$ cat src/rtl/serial_add_ctrl.sv
// serial_add_ctrl
// Sequencing controller for a bit-serial adder. Two WIDTH-bit operands and
// a carry-in are captured on a start/ready handshake, then added LSB-first
// through one full-adder cell and a carry flip-flop, one bit per clock. The
// WIDTH-bit sum and the carry-out are registered and held until the next
// completion or reset.
//
// Ports:
//   clk    rising-edge clock
//   rst    synchronous active-high reset (priority over start)
//   start  request, accepted only while ready=1
//   a, b   operands (WIDTH bits), sampled on accept only
//   cin    carry-in, sampled on accept only
//   ready  high in IDLE and DONE
//   busy   high in SHIFT
//   done   one-cycle pulse, high in DONE
//   sum    registered result (WIDTH bits)
//   carry  registered carry-out
module serial_add_ctrl #(
  parameter int WIDTH = 4
) (
  input  logic             clk,
  input  logic             rst,
  input  logic             start,
  input  logic [WIDTH-1:0] a,
  input  logic [WIDTH-1:0] b,
  input  logic             cin,
  output logic             ready,
  output logic             busy,
  output logic             done,
  output logic [WIDTH-1:0] sum,
  output logic             carry
);

  localparam int CW = $clog2(WIDTH);
  localparam logic [CW-1:0] LAST = CW'(WIDTH - 1);

  typedef enum logic [1:0] {
    IDLE  = 2'd0,
    SHIFT = 2'd1,
    DONE  = 2'd2
  } state_t;

  state_t           state;
  logic [WIDTH-1:0] a_sr;
  logic [WIDTH-1:0] b_sr;
  // Partial-sum register holds the WIDTH-1 bits already produced; the last
  // bit goes straight from the adder cell into sum on the final step.
  logic [WIDTH-2:0] s_sr;
  logic [WIDTH-2:0] s_shift;
  logic             c_ff;
  logic [CW-1:0]    cnt;

  // Single full-adder cell fed by the operand LSBs and the carry flip-flop.
  logic s_bit;
  logic co_bit;
  assign s_bit  = a_sr[0] ^ b_sr[0] ^ c_ff;
  assign co_bit = (a_sr[0] & b_sr[0]) | (a_sr[0] & c_ff) | (b_sr[0] & c_ff);

  // New sum bit enters at the top; older bits move toward the LSB.
  generate
    if (WIDTH == 2) begin : g_narrow
      assign s_shift = s_bit;
    end else begin : g_wide
      assign s_shift = {s_bit, s_sr[WIDTH-2:1]};
    end
  endgenerate

  always_ff @(posedge clk) begin
    if (rst) begin
      state <= IDLE;
      a_sr  <= '0;
      b_sr  <= '0;
      s_sr  <= '0;
      c_ff  <= 1'b0;
      cnt   <= '0;
      sum   <= '0;
      carry <= 1'b0;
    end else begin
      case (state)
        IDLE, DONE: begin
          // DONE accepts exactly like IDLE so back-to-back operation is possible.
          if (start) begin
            a_sr  <= a;
            b_sr  <= b;
            c_ff  <= cin;
            s_sr  <= '0;
            cnt   <= '0;
            state <= SHIFT;
          end else begin
            state <= IDLE;
          end
        end
        SHIFT: begin
          a_sr <= a_sr >> 1;
          b_sr <= b_sr >> 1;
          c_ff <= co_bit;
          s_sr <= s_shift;
          cnt  <= cnt + 1'b1;
          if (cnt == LAST) begin
            sum   <= {s_bit, s_sr};
            carry <= co_bit;
            state <= DONE;
          end
        end
        default: state <= IDLE;
      endcase
    end
  end

  // Status outputs are decoded straight from the state register.
  assign ready = (state == IDLE) || (state == DONE);
  assign busy  = (state == SHIFT);
  assign done  = (state == DONE);

endmodule

$ cat config.mk
export PLATFORM = sky130hd
export DESIGN_NAME = serial_add_ctrl
export DESIGN_NICKNAME = d
export VERILOG_FILES = /design/src/rtl/serial_add_ctrl.sv
export SDC_FILE = /design/constraint.sdc
export NUM_CORES = 1
export LEC_CHECK = 0
export BUFFER_PORTS_ARGS = -buffer_cell sky130_fd_sc_hd__clkbuf_2
export CAP_MARGIN = 30
export CORE_ASPECT_RATIO = 0.9
export CORE_MARGIN = 2
export CORE_UTILIZATION = 50
export CTS_BUF_LIST = sky130_fd_sc_hd__clkbuf_16
export DETAILED_ROUTE_END_ITERATION = 16
export PLACE_DENSITY = 0.75
export SLEW_MARGIN = 20
export SYNTH_ARGS = -nofsm -noshare
export SYNTH_HDL_FRONTEND = slang
export SYNTH_SLANG_ARGS = --single-unit
$ cat constraint.sdc
create_clock -name clk -period 1.4 [get_ports clk]
set_input_delay 0.14 -clock clk [delete_from_list [all_inputs] [get_ports clk]]
set_output_delay 0.14 -clock clk [all_outputs]
set_load 0.005 [all_outputs]
==> out/qor.csv <==
metric,value,unit
rows,14,
tightest_slew,0.415,ns
die_x,48.1,um
dpl.cell_count,143,
syn_nets,118,
startpoint_type,flop,
dp_slack,0.189,ns
busiest_layer,met1,
tns,0,ns
cpMaxStageDelayCell,dfxtp_1,
wirelength,1670,um
synth_cell_type_count,18,
fillers,161,
syn-cell-area,873,sq um
drtPass1Iterations,4,
worst_setup_path_end_kind,output port,
grtUsageMet3,2.50,%
switching_share,22.5,%
grt_pass1_wl,2850,um
first_global_vias,693,
p_seq_share,47.0,%
cts_buffers,3,
drt_iter0_markers,15,
status,"finished, final reports clean",
hold_buffers,0,
ys_warn_count,0,
setup_viol,0,
antenna_cells,0,
cts_buffer_depth,2,
cpPeakStageDelay,0.39,ns
max_freq,0.808,GHz
drv_slew,0,
clkTransAtPathRegs,0.06,ns
drc,0,
p_total,1.39,mW
period_needed,1.24,ns
htree_levels,1,
maxCapViolCount,0,
wl_per_cell,11.4,um
crit_arrival,1.10,ns
final_cell_mix,"nand2_1 (25), dfxtp_1 (21), clkbuf_2 (19)",
finClkSkew,0.00342,ns
min_path_type,primary input to flop,
fin_crit_sh,88.4,%
p_per_area,1320,mW/mm^2
synth_top_area_share,48.1,%
grt_max_degree,22,
critical_path_required,1.26,ns
track_usage,19.2,%
dieArea,0.00210,sq mm
gp_congestion,0.746,
numClockSinks,21,
via_per_inst,5.13,
portBuffers,19,
intPower,1.07,mW
post_cts_buffers,0,
crit_fanout,11,
ant_nets,0,
grtUsageMet1,27.9,%
clk_latency,0.25,ns
clkPwrFrac,42.5,%
grtUsageMet2,27.7,%
die_h,43.7,um
cp_cell_sequence,nand2b_1 > inv_2 > clkbuf_2,
hold_slack,0.106,ns
grt-ovfl-total,0,
io_pins,20,
netlist_instances,104,
rsz0062_at_grt,no,
placeableCoreArea,0.00166,sq mm
ys_top_cells_by_area,"dfxtp_1 (48%), nand2_1 (11%), a311oi_1 (7.0%)",
syn_avg_cell_area,8.40,sq um
num_vias,754,
yosysSeqAreaShare,48.1,%
instances_no_fill,147,
initial_core_util,52.5,%
power_frac_comb,10.6,%
relSlewSlack,72.3,%
peakVddDrop,0.000622,V
critPathKind,flop to output port,
p_leak,0.442,nW
fin_ws,0.162,ns
area_growth,20.6,%
synth-seq-cells,21,
cts_tree,done,
fin_nets,138,
final_common_cell,nand2_1,
dp_hpwl,1170,um
antenna_found_initial,0,
p_sw,312,uW
yosys.area.top_type,dfxtp_1,
finalHoldViolations,0,
clock-root-buffer,clkbuf_16,
drive_above_1_share,22.8,%
state kept, by name, summed over array words and instances (netlist names):
register,count
a_sr,4
b_sr,4
c_ff,1
carry,1
cnt,2
s_sr,3
state,2
sum,4
routing by layer:
layer	up-vias	routed length, um
li1	394	-
met1	345	801
met2	13	801
met3	2	61
met4	0	9
met5	-	0
final timing paths:
check / startpoint / end / slack (ns) / depth (start not counted)
worst min register to register: sum[0] / sum[0] / 0.46 / 2
worst max register to register: state[0] / a_sr[2] / 0.19 / 3
worst max-delay path: state[0] / busy / 0.16 / 3
worst min-delay path: a[3] / a_sr[3] / 0.11 / 3
power by group through the flow:
| stage | registers, mW | logic (mW) | clock network (mW) |
|---|---|---|---|
| 6_report | 0.651 | 0.147 | 0.589 |
| 5_1_grt | 0.656 | 0.166 | 0.627 |
| 4_1_cts | 0.652 | 0.147 | 0.603 |
| 3_5_place_dp | 0.664 | 0.146 | 0 |
| 3_3_place_gp | 0.662 | 0.142 | 0 |
| 2_1_floorplan | 0.659 | 0.114 | 0 |
worst max-delay path: cells and delay by family, from the launching register on:
kind                   cells  cell delay [ns]
buffers and inverters      2             0.31
and+or+nand+nor            1             0.14
DFF                        1             0.39
repair_timing:
action / CTS / global route
hold endpoints to repair: 0 / 0
endpoints found under the setup margin: 0 / 1
gates resized for setup: 0 / 1
cells in the mapped netlist (all sizes together):
master	n
nand3	12
a21oi	12
clkbuf	2
fa	1
ha	1
nand2b	3
and2b	2
nand3b	1
nor2	9
buf	5
a311oi	7
o21a	1
inv	2
dfxtp	21
nand2	25
cells by family (layout without fill, tap and decap cells):
logic type | count (synthesis) | count (layout) | synth area share [%]
AOI/OAI and AO/OA | 20 | 20 | 14.8
and+or+nand+nor | 52 | 52 | 27.1
DFF | 21 | 21 | 48.1
buffers and inverters | 9 | 28 | 6.30
adders and majority gates | 2 | 2 | 3.72
metrics by stage:
step           area, sq um  utilization (%)
2_1_floorplan          873                -
3_3_place_gp           973             58.5
3_5_place_dp           973             58.5
4_1_cts               1050             63.3
5_1_grt               1050             63.3
6_report              1050             63.3
area by class of cell:
cell class | count | area, sq um | share of cell area [%]
clock buffers | 3 | 75.1 | 7.13
clock inverters | 1 | 5.00 | 0.475
inverters | 2 | 7.51 | 0.713
multi-input cells | 74 | 398 | 37.8
flip-flops and latches | 21 | 420 | 39.9
well taps | 24 | 30.0 | 2.85
repair buffers | 22 | 118 | 11.2
Power figures use the tool's default switching activity.
